$ cat src/rtl/uart_pkg.sv
// Shared definitions for the UART transmit path: arbiter state encoding and
// baud-related constants.
package uart_pkg;

   typedef enum logic [1:0] {
      IDLE = 2'd0,
      SEND = 2'd1,
      WAIT = 2'd2,
      HOLD = 2'd3
   } state_t;

   // 10 bit-times at 16x oversampling
   localparam int DEFAULT_TIMEOUT_TICKS = 160;
   localparam int OVERSAMPLE            = 16;

endpackage

$ cat src/rtl/rr_pick.sv
// Combinational round-robin picker: the first set request scanning upward from
// last+1, wrapping modulo NREQ. The previous owner is thus checked last.
module rr_pick
   import uart_pkg::*;
#(
   parameter int NREQ = 3,
   localparam int IW  = $clog2(NREQ)
)(
   input  logic [NREQ-1:0] req,
   input  logic [IW-1:0]   last,
   output logic [IW-1:0]   gnt_id,
   output logic            any
);

   // scan from farthest to nearest so the nearest candidate after last wins
   always_comb begin
      int idx;
      idx    = 0;
      gnt_id = '0;
      any    = |req;
      for (int k = NREQ; k >= 1; k--) begin
         idx = (int'(last) + k) % NREQ;
         if (req[idx]) gnt_id = IW'(idx);
      end
   end

endmodule

$ cat src/rtl/uart_tx_arbiter.sv
// Shares one UART transmitter between NREQ byte-stream requesters. A grant is
// held for a whole packet; a stalled owner is dropped after TIMEOUT_TICKS
// baud sample ticks without a byte.
//
// state | meaning
// IDLE  | no owner; arbitrate among valid requesters
// SEND  | owner presents a byte; accept it and start the transmitter
// WAIT  | byte in flight; wait for tx_done
// HOLD  | mid-packet; owner owes its next byte, watchdog running
module uart_tx_arbiter
   import uart_pkg::*;
#(
   parameter int NREQ          = 3,
   parameter int TIMEOUT_TICKS = DEFAULT_TIMEOUT_TICKS,
   parameter int TO_W          = 8,
   localparam int IW           = $clog2(NREQ)
)(
   input  logic              clk,
   input  logic              reset,
   input  logic              tick,
   input  logic [NREQ-1:0]   req_valid,
   input  logic [8*NREQ-1:0] req_data,
   input  logic [NREQ-1:0]   req_last,
   output logic [NREQ-1:0]   req_ready,
   output logic              tx_start,
   output logic [7:0]        tx_data,
   input  logic              tx_done,
   output logic [IW-1:0]     grant_id,
   output logic              busy,
   output logic              timeout_pulse
);

   state_t          state;
   logic [IW-1:0]   last_grant;
   logic [IW-1:0]   pick_id;
   logic            pick_any;
   logic            last_q;
   logic [TO_W-1:0] to_cnt;
   logic            own_valid;

   rr_pick #(.NREQ(NREQ)) u_pick (
      .req    (req_valid),
      .last   (last_grant),
      .gnt_id (pick_id),
      .any    (pick_any)
   );

   assign own_valid = req_valid[grant_id];
   assign busy      = (state != IDLE);
   assign tx_start  = |req_ready;

   // accept strobe and byte mux; only the owner, only in SEND, only when it
   // actually presents a byte
   always_comb begin
      req_ready = '0;
      tx_data   = 8'h00;
      if (state == SEND) begin
         for (int i = 0; i < NREQ; i++) begin
            if (grant_id == IW'(i)) begin
               tx_data      = req_data[8*i +: 8];
               req_ready[i] = req_valid[i];
            end
         end
      end
   end

   // arbitration FSM, packet-end tracking and stall watchdog
   always_ff @(posedge clk) begin
      if (reset) begin
         state         <= IDLE;
         grant_id      <= '0;
         last_grant    <= IW'(NREQ - 1);
         last_q        <= 1'b0;
         to_cnt        <= '0;
         timeout_pulse <= 1'b0;
      end else begin
         timeout_pulse <= 1'b0;
         case (state)
            IDLE: begin
               if (pick_any) begin
                  grant_id <= pick_id;
                  state    <= SEND;
               end
            end
            SEND: begin
               if (own_valid) begin
                  last_q <= req_last[grant_id];
                  state  <= WAIT;
               end else begin
                  // owner dropped valid at its grant; treat as a stall
                  to_cnt <= '0;
                  state  <= HOLD;
               end
            end
            WAIT: begin
               if (tx_done) begin
                  if (last_q) begin
                     last_grant <= grant_id;
                     state      <= IDLE;
                  end else begin
                     to_cnt <= '0;
                     state  <= HOLD;
                  end
               end
            end
            HOLD: begin
               if (own_valid) begin
                  state <= SEND;
               end else if (tick) begin
                  if (to_cnt == TO_W'(TIMEOUT_TICKS - 1)) begin
                     timeout_pulse <= 1'b1;
                     last_grant    <= grant_id;
                     to_cnt        <= '0;
                     state         <= IDLE;
                  end else begin
                     to_cnt <= to_cnt + 1'b1;
                  end
               end
            end
            default: state <= IDLE;
         endcase
      end
   end

endmodule

$ cat config.mk
export PLATFORM = sky130hd
export DESIGN_NAME = uart_tx_arbiter
export DESIGN_NICKNAME = d
export VERILOG_FILES = /design/src/rtl/uart_pkg.sv /design/src/rtl/rr_pick.sv /design/src/rtl/uart_tx_arbiter.sv
export SDC_FILE = /design/constraint.sdc
export NUM_CORES = 1
export LEC_CHECK = 0
export BUFFER_PORTS_ARGS = -buffer_cell sky130_fd_sc_hd__buf_4
export CORE_MARGIN = 4
export CORE_UTILIZATION = 43
export CTS_CLUSTER_DIAMETER = 30
export DETAILED_ROUTE_END_ITERATION = 6
export MAX_ROUTING_LAYER = met4
export PLACE_DENSITY = 0.87
export SLEW_MARGIN = 10
export SYNTH_ARGS = -nofsm -noshare
export SYNTH_HDL_FRONTEND = slang
export SYNTH_SLANG_ARGS = --single-unit
$ cat constraint.sdc
create_clock -name clk -period 1.8 [get_ports clk]
set_input_delay 0.36 -clock clk [delete_from_list [all_inputs] [get_ports clk]]
set_output_delay 0.36 -clock clk [all_outputs]
set_load 0.03 [all_outputs]
==> results of run 1 <==
==> through the flow <==
step	util (%)	hold WS [ns]	setup TNS [ns]
after floorplan	-	0.457	0
final	72.5	0.355	-0.284
after global placement	64.8	0.472	0
after global routing	72.5	0.373	-0.775
after detailed placement	64.8	0.481	0
after CTS	69.0	0.353	-0.288
==> what timing repair did <==
| action | in CTS | in global routing |
|---|---|---|
| cloned | 1 | 1 |
| setup buffers | 1 | 0 |
| endpoints found under the hold margin | 0 | 0 |
| resized for setup | 22 | 17 |
| pin swaps | 0 | 8 |
| endpoints found under the setup margin | 12 | 17 |
==> final cells by class <==
class,instances,area share (%)
Inverter,11,2.05
Multi-Input combinational cell,132,50.0
Clock buffer,3,1.12
Tap cell,31,1.92
Sequential cell,16,16.4
Timing Repair Buffer,67,28.5
==> worst max-delay path, cell delays in order (launching register included) <==
cell and delay (ns):
dfxtp_4 0.41, buf_12 0.13, mux2i_1 0.22, nor2_1 0.12
a21oi_4 0.14, nor2_4 0.04, buf_6 0.13
==> power breakdown <==
part	switching [W]	internal (W)	total [W]
Clock	0.000123	0.0000782	0.000201
Combinational	0.000288	0.000256	0.000544
Sequential	0.0000270	0.000366	0.000393
==> state kept, by name (all words and copies together), names as in the netlist <==
name / cells
grant_id: 2
last_grant: 2
last_q: 1
state: 2
timeout_pulse: 1
to_cnt: 8
==> worst paths after layout <==
kind,slack [ns],to
worst min register to register,0.49,to_cnt[1]
worst max register to register,0.06,to_cnt[2]
worst max-delay path,-0.07,tx_data[2]
worst min-delay path,0.36,grant_id[0]
==> cells in the final DEF (no fill, tap or decap), types with 4 or more instances in the layout <==
cell type,count
buf_4,54
nor2_1,17
a21oi_1,13
dfxtp_1,13
inv_1,11
mux2i_1,11
buf_6,11
nand2_1,8
nor2_4,8
nand3_1,6
o21ai_0,6
a21oi_2,5
or3_1,5
ha_1,5
nand2b_1,4
o32ai_1,4
==> cells by family after synthesis <==
| family | after synthesis | synth area share, % |
|---|---|---|
| mux | 12 | 10.6 |
| buf+inv | 22 | 7.88 |
| simple gates | 70 | 29.0 |
| fa+ha+maj | 5 | 4.99 |
| flops | 16 | 25.5 |
| compound gates | 45 | 22.0 |
==> layer usage <==
| metal | routed length [µm] | vias up | part of all wire [%] | global-route usage (%) |
|---|---|---|---|---|
| met1 | 1630 | 702 | 39 | 24.4 |
| met2 | 2160 | 48 | 52 | 33.7 |
| met3 | 221 | 15 | 5.3 | 3.10 |
| met4 | 159 | 0 | 3.8 | 8.79 |
| met5 | 0 | - | 0 | - |
| li1 | - | 729 | - | - |
==> impl_metrics.csv, run 1 <==
group,metric,value,unit
global_route,first_global_vias,1336,
routing,ant_nets,0,
placement,pre_cts_ws,0.0544,ns
cts,cts_inserted_buffers,3,
synth,synthMostInstantiatedCell,"nor2_1",
critical_path,worst_ep_arrival_time,1.51,ns
synth,synthArstFlopShare,0,%
placement,hpwl,2720,µm
routing,wire_per_inst,16.0,µm
cts,postCtsHoldBufs,0,
die,die_h,62.0,µm
power_and_ir_drop,ir_drop,477,µV
die,dieArea,3850,µm²
sta,rsz0062_at_grt,"true",
critical_path,critPathCaptureType,"output port",
power_and_ir_drop,power-per-cell-area,565,nW/µm²
cells_and_area,finish.net_count,270,
routing,vias,1494,
critical_path,start_kind,"register",
cts,clk_path_buf_depth,2,
routing,finalWirelength,4170,µm
cells_and_area,fillers,185,
synth,synth.avg_cell_area,7.38,µm²
sta,finalCriticalPeriod,1.87,ns
synth,synth-edff-count,0,
synth,netlist.area_leader.share,25.5,%
routing,post-route-drc-count,0,
routing,drt-initial-drc-count,67,
routing,vias_per_cell,5.75,
sta,setup_violations,9,
synth,synth_common_cells,"nor2_1 (26), a21oi_1 (21), dfxtp_1 (16), inv_1 (11), mux2i_1 (11)",
global_route,grt_overflow,0,
sta,min_period_over_period,104,%
cts,path_clk_slew,0.09,ns
cts,cts_max_level,1,
global_route,grt_antenna_before_repair,0,
hold_path,hp-class,"in2reg",
critical_path,critPathRequiredTime,1.44,ns
routing,dr.pass1.iters,4,
die,num_io_pins,50,
job,drv_cap,0,
critical_path,critPathMaxFanout,6,
synth,netlist_top_cells_area,"dfxtp_1 (26%), mux2i_1 (8.8%), a21oi_1 (8.4%)",
die,core_area,2780,µm²
sta,timing.fmax,534,MHz
sta,hold_viol,0,
synth,ys_types,40,
synth,synth_top_area_cell,"dfxtp_1",
critical_path,ff2ff_path_depth,5,
cts,clk_latency,0.30,ns
sta,finalMaxSlewViolations,0,
cells_and_area,design_area,2020,µm²
cells_and_area,regArea,332,µm²
sta,fin_ws,-0.0743,ns
cells_and_area,drive_gt1_share,43.7,%
placement,placed_cell_area,1800,µm²
die,fp-row-count,19,
sta,worst_pin_slew,0.382,ns
cells_and_area,n_antenna_cell,0,
cells_and_area,instances_no_fill,260,
synth,synth_area,1250,µm²
synth,syn-num-nets,209,
sta,relSlewSlack,74.5,%
synth,yosysWarnings,0,
global_route,grt_max_degree,20,
cts,cts-root-buf,"clkbuf_4",
global_route,grt_pass1_wl,5770,µm
critical_path,r2r-start,"grant_id[1]",
placement,dp_cells,254,
critical_path,critPathKind,"reg2out",
cells_and_area,area_growth,60.6,%
placement,gp_congestion,0.831,
placement,portBuffers,49,
global_route,track_usage,20.4,%
sta,skew,0.00227,ns
hold_path,hold_depth,2,
cells_and_area,multi_input_area,1010,µm²
synth,ys.flop_type,"dfxtp_1",
synth,synthCells,170,
power_and_ir_drop,leakagePower,0.812,nW
cts,clkSinkCount,16,
die,start_util,45.1,%
outcome,violations,"setup timing",
synth,ys_seq_area_share,25.5,%
critical_path,crit_start,"grant_id[1]",
power_and_ir_drop,power,0.00114,W
cts,cts_tree,"done",
synth,ys_seq_elements,16,
outcome,outcome,"complete, but fails checks",
hold_path,hp-start,"reset",
die,die_w,62.0,µm
Power figures use the tool's default switching activity.
==> inputs of run 2 (changes only) <==
--- a/config.mk
+++ b/config.mk
@@ -5,7 +5,7 @@
 export SDC_FILE = /design/constraint.sdc
 export NUM_CORES = 1
 export LEC_CHECK = 0
-export BUFFER_PORTS_ARGS = -buffer_cell sky130_fd_sc_hd__buf_4
+export BUFFER_PORTS_ARGS = -buffer_cell sky130_fd_sc_hd__buf_2
 export CORE_MARGIN = 4
 export CORE_UTILIZATION = 43
 export CTS_CLUSTER_DIAMETER = 30
==> run 2 against run 1 <==
The run still ends with setup timing left. Via count grew 0.13%. First-iteration DRC count shrank 12%. Worst hold slack gained 0.055 ns. Non-clock buffer count grew 2. Count of clock-buffer cells in the layout grew 1. Power shrank 0.36%. Combinational power shrank 6.2%. Flip-flop and latch count is the same. Fmax grew 2.3%. Sequential power shrank 2%. Global-route usage grew 0.15 points. Clock skew is essentially flat. Largest power group unchanged.
==> impl_metrics.csv, run 2 (same netlist as run 1, synthesis figures left out) <==
group,metric,value,unit
outcome,outcome,"complete, but fails checks",
outcome,violations,"setup timing",
routing,wire_per_inst,14.6,µm
cells_and_area,design_area,1910,µm²
routing,vias_per_cell,5.69,
critical_path,critPathRequiredTime,1.44,ns
placement,gp_congestion,0.822,
cells_and_area,final_common_cell,"buf_2",
critical_path,start_kind,"register",
sta,rsz0062_at_grt,"true",
cells_and_area,most-common-layout-cells,"buf_2 (39), nor2_1 (17), buf_4 (17), a21oi_1 (13), dfxtp_1 (13)",
sta,finalMaxSlewViolations,0,
critical_path,critPathCaptureType,"output port",
critical_path,critPathKind,"reg2out",
routing,vias,1496,
sta,hold_slack,0.410,ns
cells_and_area,top_register,"to_cnt",
power_and_ir_drop,power-per-cell-area,595,nW/µm²
sta,relSlewSlack,77.6,%
global_route,track_usage,20.5,%
cells_and_area,fillers,193,
cts,cts_tree,"done",
global_route,first_global_vias,1359,
hold_path,hp-start,"req_last[1]",
critical_path,critPathMaxFanout,7,
routing,finalWirelength,3830,µm
cells_and_area,largest_reg_flops,8,
die,dieArea,3850,µm²
cts,clk_path_buf_depth,2,
cts,path_clk_slew,0.09,ns
critical_path,cpMaxStageDelayCell,"dfxtp_4",
sta,fin_ws,-0.0325,ns
routing,ant_nets,0,
power_and_ir_drop,leakagePower,0.797,nW
placement,placed_cell_area,1680,µm²
cells_and_area,area_growth,51.9,%
global_route,grt_pass1_wl,5780,µm
routing,dr.pass1.iters,4,
sta,min_period_over_period,102,%
critical_path,slowest_delay,0.40,ns
critical_path,r2r_setup_slack,0.09,ns
placement,portBuffers,49,
die,start_util,45.1,%
hold_path,hp-class,"in2reg",
critical_path,cp_top_family,"flip-flops",
critical_path,crit_start,"grant_id[1]",
critical_path,cp.buffers_inverters,2,
critical_path,path_cells,"buf_8, mux2i_1, nor2_1, a21oi_4, nor2_4, buf_4",
die,num_io_pins,50,
sta,setup_violations,3,
sta,hold_viol,0,
die,fp-row-count,19,
cells_and_area,n_antenna_cell,0,
cts,cts-root-buf,"clkbuf_4",
cells_and_area,regArea,332,µm²
global_route,grt_max_degree,20,
power_and_ir_drop,ir_drop,701,µV
routing,drt-initial-drc-count,59,
routing,post-route-drc-count,0,
cts,clk_latency,0.29,ns
die,core_area,2780,µm²
global_route,grt_overflow,0,
placement,hpwl,2580,µm
cts,cts_max_level,1,
critical_path,worst_ep_arrival_time,1.47,ns
die,die_h,62.0,µm
global_route,grt_antenna_before_repair,0,
cts,clkSinkCount,16,
sta,worst_pin_slew,0.335,ns
cells_and_area,drive_gt1_share,43.1,%
cells_and_area,multi_input_area,982,µm²
cts,postCtsHoldBufs,0,
critical_path,r2r-start,"grant_id[1]",
sta,finalCriticalPeriod,1.83,ns
die,die_w,62.0,µm
sta,skew,0.00237,ns
cells_and_area,finish.net_count,272,
sta,timing.fmax,546,MHz
cts,cts_inserted_buffers,3,
job,drv_cap,0,
[run 2: changes by cell type in the layout (fill, tap and decap cells not counted), sizes merged]
| cell | before | now |
|---|---|---|
| buf | 66 | 69 |
[run 2: layer usage]
metal	routed length, µm	GRT usage (%)	up-vias
li1	-	-	734
met1	1500	22.7	697
met2	1980	35.5	54
met3	252	4.75	11
met4	99	7.88	0
met5	0	-	-
[run 2: path summary, 6_finish.rpt]
check | cells past startpoint | to
worst min register to register | 2 | to_cnt[7]
worst max register to register | 5 | to_cnt[2]
worst max-delay path | 6 | tx_data[2]
worst min-delay path | 3 | last_q
[run 2: layout make-up]
class / count / area share [%]
Inverter: 11 / 2.17
Tap cell: 31 / 2.03
Timing Repair Buffer: 69 / 25.0
Clock buffer: 4 / 1.90
Multi-Input combinational cell: 132 / 51.5
Sequential cell: 16 / 17.4
[run 2: worst reg2reg max path, delay by kind of cell (launching register included)]
family | cells | cell delay, ns
and+or+nand+nor | 2 | 0.58
DFF | 1 | 0.40
muxes | 1 | 0.26
AOI/OAI and AO/OA | 2 | 0.41
[run 2: through the flow]
stage               utilization (%)  instances  power, W  setup slack [ns]  setup TNS, ns
floorplan                         -        170  0.000683            0.0147              0
global placement               60.4        254  0.000806             0.102              0
detailed placement             60.4        254  0.000816            0.0548              0
CTS                            65.9        260   0.00110          -0.00558       -0.00558
global route                   68.6        263   0.00119           -0.0959         -0.442
finish                         68.6        263   0.00113           -0.0325        -0.0733
[run 2: report_power, final]
group	leakage (nW)	switching (W)	total [W]	internal, W
clock network	0.0210	0.000115	0.000238	0.000123
registers	0.132	0.0000203	0.000387	0.000366
logic	0.644	0.000286	0.000510	0.000224
[run 2: repair_timing]
action / CTS / global route
gates cloned: 1 / 0
pin swaps: 1 / 3
buffers inserted: 1 / 3
resized for setup: 32 / 13
endpoints found under the setup margin: 12 / 10
hold endpoints to repair: 0 / 0
